[config.mk]
export PLATFORM = sky130hd
export DESIGN_NAME = mmio_timer
export DESIGN_NICKNAME = d
export VERILOG_FILES = /design/src/rtl/mmio_timer.sv
export SDC_FILE = /design/constraint.sdc
export NUM_CORES = 1
export LEC_CHECK = 0
export ABC_CLOCK_PERIOD_IN_PS = 3100
export BUFFER_PORTS_ARGS = -buffer_cell sky130_fd_sc_hd__buf_4
export CAP_MARGIN = 10
export CORE_ASPECT_RATIO = 1.2
export CORE_MARGIN = 1
export CORE_UTILIZATION = 45
export CTS_CLUSTER_SIZE = 28
export DETAILED_ROUTE_END_ITERATION = 12
export PLACE_DENSITY = 0.72
export SLEW_MARGIN = 20
export SYNTH_ARGS = -nofsm -noshare
export SYNTH_HDL_FRONTEND = slang
export SYNTH_SLANG_ARGS = --single-unit
[constraint.sdc]
create_clock -name clk -period 3.1 [get_ports clk]
set_input_delay 0.465 -clock clk [delete_from_list [all_inputs] [get_ports clk]]
set_output_delay 0.465 -clock clk [all_outputs]
set_load 0.05 [all_outputs]
[src/rtl/mmio_timer.sv]
`default_nettype none
// +----------------------------------------------------------------------------+
// | Module      : mmio_timer                                                   |
// | Description : Memory-mapped down-counting timer with reload, byte-enabled  |
// |               register writes, zero-latency reads and a sticky W1C         |
// |               interrupt status bit. Optional prescaler behind the macro    |
// |               MMIO_TIMER_PRESCALER_EN (PSC register at offset 0x10).       |
// | Revision    : 1.0  initial release                                         |
// +----------------------------------------------------------------------------+
module mmio_timer #(
  parameter logic [31:0] BASE_ADDR = 32'h1000_0000,
  parameter int          PSC_W     = 16
) (
  input  logic        clk,
  input  logic        rst,        // asynchronous, active-low
  input  logic        ce_i,
  input  logic        we_i,
  input  logic [31:0] addr_i,
  input  logic [3:0]  vldbyte_i,
  input  logic [31:0] data_i,
  output logic [31:0] data_o,
  output logic        int_o
);

  localparam logic [2:0] c_off_ctrl   = 3'd0;
  localparam logic [2:0] c_off_load   = 3'd1;
  localparam logic [2:0] c_off_count  = 3'd2;
  localparam logic [2:0] c_off_status = 3'd3;
  localparam logic [2:0] c_off_psc    = 3'd4;

  // Byte-lane merge: keep old bytes where the enable is low.
  function automatic logic [31:0] f_merge(input logic [31:0] old_v,
                                          input logic [31:0] new_v,
                                          input logic [3:0]  be);
    f_merge = old_v;
    for (int i = 0; i < 4; i++) begin
      if (be[i]) f_merge[8*i +: 8] = new_v[8*i +: 8];
    end
  endfunction

  logic        r_en, r_ar, r_ie, r_pend;
  logic [31:0] r_load, r_count;
  logic [31:0] w_rdata;
  logic [2:0]  w_off;
  logic        w_hit, w_wr, w_rd, w_any_be;
  logic        w_wr_ctrl, w_wr_load, w_wr_count, w_w1c;
  logic        w_tick, w_expire;
  logic        w_unused;

  assign w_hit    = (addr_i[31:5] == BASE_ADDR[31:5]);
  assign w_off    = addr_i[4:2];
  assign w_wr     = ce_i & we_i & w_hit;
  assign w_rd     = ce_i & ~we_i & w_hit;
  assign w_any_be = |vldbyte_i;

  // CTRL lives entirely in byte 0, so only that lane can change it.
  assign w_wr_ctrl  = w_wr && (w_off == c_off_ctrl) && vldbyte_i[0];
  assign w_wr_load  = w_wr && (w_off == c_off_load) && w_any_be;
  assign w_wr_count = w_wr && (w_off == c_off_count) && w_any_be;
  assign w_w1c      = w_wr && (w_off == c_off_status) && vldbyte_i[0] && data_i[0];

  assign w_expire = w_tick && (r_count == 32'd0);

`ifdef MMIO_TIMER_PRESCALER_EN
  logic [PSC_W-1:0] r_psc, r_psc_cnt;
  logic [31:0]      w_psc_merged;
  logic             w_wr_psc, w_en_rise;

  assign w_wr_psc     = w_wr && (w_off == c_off_psc) && w_any_be;
  assign w_en_rise    = w_wr_ctrl && data_i[0] && !r_en;
  assign w_psc_merged = f_merge(32'(r_psc), data_i, vldbyte_i);
  assign w_tick       = r_en && (r_psc_cnt == r_psc);
  assign w_unused     = ^{addr_i[1:0], w_psc_merged[31:PSC_W]};

  // Prescaler reload value, written through byte lanes.
  always_ff @(posedge clk or negedge rst) begin
    if (!rst)          r_psc <= '0;
    else if (w_wr_psc) r_psc <= w_psc_merged[PSC_W-1:0];
  end

  // Prescaler phase: restarts on PSC write or on enabling the timer.
  always_ff @(posedge clk or negedge rst) begin
    if (!rst)                        r_psc_cnt <= '0;
    else if (w_wr_psc || w_en_rise)  r_psc_cnt <= '0;
    else if (r_en)                   r_psc_cnt <= (r_psc_cnt == r_psc) ? '0 : r_psc_cnt + PSC_W'(1);
  end
`else
  assign w_tick   = r_en;
  assign w_unused = ^{addr_i[1:0], (PSC_W > 0)};
`endif

  // CTRL: bus write wins; a one-shot expiry otherwise clears EN.
  always_ff @(posedge clk or negedge rst) begin
    if (!rst) begin
      {r_ie, r_ar, r_en} <= 3'b000;
    end else if (w_wr_ctrl) begin
      {r_ie, r_ar, r_en} <= data_i[2:0];
    end else if (w_expire && !r_ar) begin
      r_en <= 1'b0;
    end
  end

  // LOAD: plain byte-enabled register.
  always_ff @(posedge clk or negedge rst) begin
    if (!rst)           r_load <= '0;
    else if (w_wr_load) r_load <= f_merge(r_load, data_i, vldbyte_i);
  end

  // COUNT: a bus write suppresses the decrement/reload of that cycle.
  always_ff @(posedge clk or negedge rst) begin
    if (!rst) begin
      r_count <= '0;
    end else if (w_wr_count) begin
      r_count <= f_merge(r_count, data_i, vldbyte_i);
    end else if (w_tick) begin
      if (r_count != 32'd0) r_count <= r_count - 32'd1;
      else if (r_ar)        r_count <= r_load;
    end
  end

  // PEND: expiry has priority over W1C so a coincident event is not lost.
  always_ff @(posedge clk or negedge rst) begin
    if (!rst)          r_pend <= 1'b0;
    else if (w_expire) r_pend <= 1'b1;
    else if (w_w1c)    r_pend <= 1'b0;
  end

  // Zero-latency read mux; anything unselected reads as zero.
  always_comb begin
    w_rdata = 32'h0;
    if (w_rd) begin
      case (w_off)
        c_off_ctrl:   w_rdata = {29'b0, r_ie, r_ar, r_en};
        c_off_load:   w_rdata = r_load;
        c_off_count:  w_rdata = r_count;
        c_off_status: w_rdata = {31'b0, r_pend};
`ifdef MMIO_TIMER_PRESCALER_EN
        c_off_psc:    w_rdata = 32'(r_psc);
`endif
        default:      w_rdata = 32'h0;
      endcase
    end
  end

  assign data_o = w_rdata;
  assign int_o  = r_pend & r_ie;

endmodule
`default_nettype wire

==> summary.txt, run 1 <==
Floorplan
  – Die height: 110.1 um
  – Die area: 10140 sq um
  – Boundary pin count: 105
  – Starting density of the core: 46.05%
  – Cell Rows: 39
  – Core box area: 9515 sq um
  – Die X: 92.08 um

Placement
  – DP Worst Slack: 0.08940 ns
  – IO Port Bufs: 102
  – DP Area: 5438 sq um
  – Final HPWL DP: 9329 um
  – Routability congestion estimate: 0.8722

Synthesis
  – Fraction of registers with async set/reset: 100.0%
  – Total nets after synthesis: 553
  – Main flop type after synthesis: dfrtp_1
  – Cell count after synthesis: 479
  – Mux contribution to synthesized area: 10.88%
  – Synthesis-stage register bit count: 68
  – EDFF count, synth: 0
  – Cell variety after synth: 52
  – Fraction of the mapped netlist area in simple logic gates: 22.53%
  – Synth Area in Adders: 0.5711%
  – Synth top area share: 38.83%
  – Compound-gate portion of the synthesized area: 20.19%
  – Mean area per synthesized cell: 9.148 sq um
  – Area contributors post-synth: dfrtp_1 39%, mux2_2 8.7%, nor2_1 6.0%
  – Share of the yosys chip area belonging to registers: 38.83%
  – Largest family of logic cells by synthesized area: simple AND/OR/NAND/NOR gates
  – YS warnings: 0
  – Post-Synth XOR/XNOR Area: 3.598%
  – Mapped Area: 4382 sq um
  – Post-synth top area cell: dfrtp_1
  – Synth cell count leaders: 70 x nor2_1, 68 x dfrtp_1, 34 x mux2_2
  – Most frequent cell after synthesis: nor2_1

Finish
  – P&R area growth vs syn: 30.95%
  – Core Util, Final: 60.30%
  – Layout cells sized above 1: 34.73%
  – Area of the multi-input gates: 2572 sq um
  – Fin nets: 665
  – ANT cells: 0
  – Register area: 1702 sq um
  – Filler instances: 837
  – Design Area, Final: 5738 sq um

Critical path
  – Setup crit start kind: flip-flop
  – Crit path DAT: 3.25 ns
  – Most used cell, CP: or4_1
  – Worst r2r path cells: 6
  – Worst setup EP type: flip-flop
  – Critical path class: reg -> reg
  – Worst path required time: 3.37 ns
  – Crit-path cells: or4_1 -> or4_1 -> or4_1 -> and3_1 -> o21ai_1 -> o221a_2
  – Worst-path maximum fanout: 8
  – RR Endpoint: r_count[5]
  – Slowest-stage cell, CP: or4_1
  – Reg2Reg Setup Slack: 0.12 ns
  – Reg2reg start: r_count[26]
  – Max stage delay on crit path: 0.76 ns

CTS
  – Worst-skew pair later-pin latency: 0.34 ns
  – Clock Tree Buf Depth: 2
  – PostCTS Resize Cnt: 0
  – Hold buffer count at CTS: 0
  – Root Buffer: clkbuf_16
  – Post-CTS Setup Inserts: 0
  – CTS H-tree lvls: 3
  – CTS sink count: 68
  – Clock transition at path regs: 0.05 ns
  – CTS tree: built
  – Num CTS Buffers: 9

Global route
  – Total grt overflow: 0
  – Largest net degree at the start of global routing: 69
  – Global-route wire length before repair: 21250 um
  – Initial antenna violation count: 0
  – Number of global-route vias before repair: 4330
  – Total track usage: 26.72%

Power and ir drop
  – Power Density: 343.4 nW/um^2
  – Pleak: 0.002609 uW
  – Design Power: 1971 uW
  – VDD IR max: 255.6 uV

Route
  – Vias per inst: 6.120
  – Met3 wire length: 617 um
  – Total number of vias: 4400
  – DRC: 0
  – First DRT Iteration DRCs: 288
  – M1 wire length: 5486 um
  – DR WL met2: 6653 um
  – Top sig layer: met4
  – Pre-antenna DRT Iters: 5
  – Routed wire per std cell: 18.22 um
  – Final ANT Viol Nets: 0
  – Detailed Route WL: 13100 um

Timing
  – Final setup vio count: 0
  – RSZ-0062 raised after global routing: no
  – Max Fclk: 335.8 MHz
  – Worst Skew: 0.009371 ns
  – Worst-margin pin slew: 0.9057 ns
  – Hold Violations, Final: 0
  – Setup_tns: 0 ns
  – Max-slew headroom: 39.62%
  – Final slew viol count: 0
  – Tcrit/Tclk final: 96.08%
  – Min setup slack post-route: 0.1217 ns
  – Post-layout minimum cycle time: 2.978 ns

Run status
  – Outcome: complete, no violations

Min path
  – Hold Path Class: in -> async

Run
  – Maxcap violations: 0
## how the worst max path moves through the flow
stage / startpoint / endpoint / slack [ns] / cells after the start
2_1_floorplan: addr_i[2] / data_o[21] / 0.11 / 6
3_3_place_gp: r_count[26] / r_count[19] / 0.16 / 7
3_5_place_dp: r_count[26] / r_count[23] / 0.09 / 7
4_1_cts: r_count[26] / r_count[23] / 0.07 / 7
5_1_grt: r_count[26] / r_count[5] / 0.03 / 6
6_report: r_count[26] / r_count[5] / 0.12 / 6
## metrics by stage
stage | cells | hold WS [ns]
after floorplan | 479 | 0.1694
after global placement | 703 | 0.5095
after detailed placement | 703 | 0.5177
after CTS | 719 | 0.2895
after global routing | 719 | 0.3002
final | 719 | 0.2449
## where the power goes
group | total, uW | leakage, uW | internal (uW) | switching [uW]
Sequential | 888 | 0.000857 | 888 | 0.00965
Clock | 952 | 0.000142 | 581 | 370
Combinational | 131 | 0.00161 | 66.5 | 64.1
## flip-flops by register name (all words and copies together), names as in the netlist
name     flops
r_load      32
r_count     32
r_en         1
r_pend       1
r_ar         1
r_ie         1
## worst max-delay path, delay by kind of cell, from the launching register on
| family | cells | cell delay (ns) |
|---|---|---|
| simple gates | 4 | 2.19 |
| flops | 1 | 0.41 |
| compound gates | 2 | 0.32 |
## layout make-up
| class | count | share of cell area [%] |
|---|---|---|
| multi-input combinational | 374 | 44.83 |
| sequential | 68 | 29.66 |
| timing repair buffer | 133 | 17.62 |
| clock buffer | 12 | 4.470 |
| tap | 123 | 2.682 |
| clock inverter | 4 | 0.4143 |
| inverter | 5 | 0.3271 |
## logic make-up after synthesis
kind of cell | count (synthesis)
flip-flops | 68
XOR/XNOR | 18
adder cells (fa/ha/maj) | 2
multiplexers | 42
AO/OA/AOI/OAI | 116
AND/OR/NAND/NOR | 196
buffers and inverters | 37
## layer usage
metal  vias to the layer above  track usage (%)
met1                      2161            33.03
li1                       2055                -
met4                         0            12.28
met3                        30            4.458
met5                         -                0
met2                       154            45.95
## cell usage in the layout (no fill, tap or decap), types with 13 or more instances in the layout
cell | synthesis | routed
nor2_1 | 70 | 69
buf_4 | 1 | 132
a22oi_1 | 32 | 32
nand2_1 | 33 | 33
o221a_2 | 13 | 13
o21ai_0 | 18 | 18
mux2_2 | 34 | 34
nand3_1 | 13 | 13
dfrtp_1 | 68 | 68
nor4_1 | 17 | 16
Power figures use the tool's default switching activity.
==> run 2, diff against run 1 <==
==> constraint.sdc (replaced) <==
create_clock -name clk -period 3.1 [get_ports clk]
set_input_delay 0.31 -clock clk [delete_from_list [all_inputs] [get_ports clk]]
set_output_delay 0.31 -clock clk [all_outputs]
set_load 0.05 [all_outputs]
==> run 2 against run 1 <==
  * Combinational power is essentially flat
  * Cell count down 0.14%
  * Sequential cell count did not move
  * First-iteration DRC count is 27% higher
  * Core utilization fell by 0.24 points
  * Clock-buffer cell count down 2
  * Setup slack improved by 0.036 ns
  * Critical path depth up 1
  * Global-route usage rose by 0.38 points
  * Worst hold slack worse by 0.15 ns
  * Sequential power about the same
  * Critical path type unchanged
  * Largest cell class unchanged
  * Largest power group unchanged
==> summary.txt, run 2 (synthesized netlist as in run 1, its figures left out) <==
Run status
  – Outcome: complete, no violations

Global route
  – Total track usage: 27.10% (+0.38 points)
  – Global-route wire length before repair: 21420 um (+0.81%)
  – Number of global-route vias before repair: 4311 (-0.44%)
  – Largest net degree at the start of global routing: 69 (unchanged)
  – Total grt overflow: 0 (unchanged)
  – Initial antenna violation count: 0 (unchanged)

Timing
  – Hold Violations, Final: 0 (unchanged)
  – Final setup vio count: 0 (unchanged)
  – RSZ-0062 raised after global routing: no
  – Hold WS: 0.09703 ns (-0.1478 ns)
  – Max Fclk: 339.9 MHz (+1.2%)
  – Post-layout minimum cycle time: 2.942 ns (-0.03623 ns)
  – Worst Skew: 0.007206 ns (-0.002165 ns)
  – Final slew viol count: 0 (unchanged)
  – Worst-margin pin slew: 0.9049 ns (-0.0007237 ns)
  – Tcrit/Tclk final: 94.91% (-1.2 points)
  – Setup_tns: 0 ns (unchanged)
  – Max-slew headroom: 39.67% (+0.048 points)

Finish
  – P&R area growth vs syn: 30.44%
  – Commonest non-fill, non-tap cell in the layout: buf_4
  – Regs by FF count: r_count (32), r_load (32)
  – Most frequent cells in the layout: 132 x buf_4, 69 x nor2_1, 68 x dfrtp_1, 34 x mux2_2, 33 x nand2_1
  – ANT cells: 0 (unchanged)
  – Layout cells sized above 1: 34.12% (-0.61 points)
  – Fin nets: 664 (-0.15%)

CTS
  – Num CTS Buffers: 9 (unchanged)
  – CTS sink count: 68 (unchanged)
  – CTS H-tree lvls: 3 (unchanged)
  – Hold buffer count at CTS: 0 (unchanged)
  – Clock transition at path regs: 0.06 ns (about the same)
  – Post-CTS Setup Inserts: 0 (unchanged)
  – Worst-skew pair later-pin latency: 0.34 ns (about the same)
  – PostCTS Resize Cnt: 0 (unchanged)
  – CTS tree: built
  – Root Buffer: clkbuf_16
  – Clock Tree Buf Depth: 2 (unchanged)

Critical path
  – Setup crit start kind: flip-flop
  – Worst setup EP type: flip-flop
  – Worst-path maximum fanout: 16 (+8)
  – Critical path class: reg -> reg
  – Worst path required time: 3.32 ns (-0.05 ns)
  – Crit path DAT: 3.17 ns (-0.08 ns)

Route
  – DRC: 0 (unchanged)
  – Final ANT Viol Nets: 0 (unchanged)
  – Detailed Route WL: 13370 um (+2.1%)
  – First DRT Iteration DRCs: 366 (+27%)
  – Total number of vias: 4431 (+0.70%)
  – Vias per inst: 6.171 (+0.84%)
  – Routed wire per std cell: 18.62 um (+2.2%)
  – Pre-antenna DRT Iters: 4 (-1)

Floorplan
  – Starting density of the core: 46.05% (unchanged)
  – Cell Rows: 39 (unchanged)
  – Die area: 10140 sq um (unchanged)
  – Die X: 92.08 um (unchanged)
  – Boundary pin count: 105 (unchanged)
  – Core box area: 9515 sq um (unchanged)
  – Die height: 110.1 um (unchanged)

Power and ir drop
  – Pleak: 0.002595 uW (-0.54%)
  – Sw frac: 22.85% (+0.80 points)
  – Internal power: 1576 uW (+2.6%)
  – Logic pwr share: 6.4% (-0.2 points)
  – Sw Pwr: 466.7 uW (+7.4%)
  – Clock power share: 50.1% (+1.8 points)
  – VDD IR max: 295.0 uV (+15%)
  – Power Density: 357.4 nW/um^2 (+4.1%)
  – Part of the power in registers: 43.5% (-1.6 points)

Placement
  – IO Port Bufs: 102 (unchanged)
  – Final HPWL DP: 9424 um (+1.0%)
  – Routability congestion estimate: 0.8664 (-0.66%)

Min path
  – Hold Path Class: in -> async

Run
  – Maxcap violations: 0 (unchanged)
==> run 2: power groups by stage <==
stage | logic (uW) | clock network [uW] | registers [uW]
after floorplan | 24.2 | 0 | 904
after global placement | 129 | 0 | 904
after detailed placement | 131 | 0 | 904
after CTS | 132 | 1040 | 888
after global routing | 142 | 1070 | 887
final | 131 | 1020 | 888
==> run 2: cell type report <==
cell class                      count  area (sq um)
Tap cell                          123         153.9
Sequential cell                    68          1702
Clock buffer                       10         229.0
Multi-Input combinational cell    374          2556
Fill cell                         878          3800
Clock inverter                      6         65.06
Timing Repair Buffer              132         991.0
Inverter                            5         18.77
==> run 2: worst max-delay path: stages (launching register included) <==
cell and delay (ns):
dfrtp_1 0.40, or4_1 0.58, or4_1 0.60, or3_1 0.59, buf_4 0.28, nor2_1 0.09, o21ai_0 0.10, o221a_2 0.18
==> run 2: per-stage QoR <==
step                      power (uW)  cell area [sq um]  utilization (%)  setup WS, ns  cells
after floorplan                928.3               4382                -        0.1685    479
after global placement          1033               5413            56.88        0.2039    702
after detailed placement        1035               5413            56.88        0.1653    702
after CTS                       2058               5707            59.97        0.1238    718
after global routing            2100               5715            60.07       0.05387    718
final                           2043               5715            60.07        0.1579    718
==> run 2: final timing paths <==
check	start	depth (start not counted)	endpoint	slack, ns
max	r_count[26]	7	r_count[10]	0.16
min	rst	1	r_pend	0.1
max in group asynchronous	rst	1	r_load[9]	2.41
min reg2reg	r_ie	1	r_ie	0.52
min in group clk	data_i[18]	2	r_load[18]	0.21
max reg2reg	r_count[26]	7	r_count[10]	0.16
==> run 2: per-layer routing <==
metal,wire length [um],vias to the layer above,GRT usage [%]
li1,-,2048,-
met1,5625,2198,33.16
met2,6874,156,47.65
met3,570,29,3.704
met4,300,0,12.39
met5,0,-,0
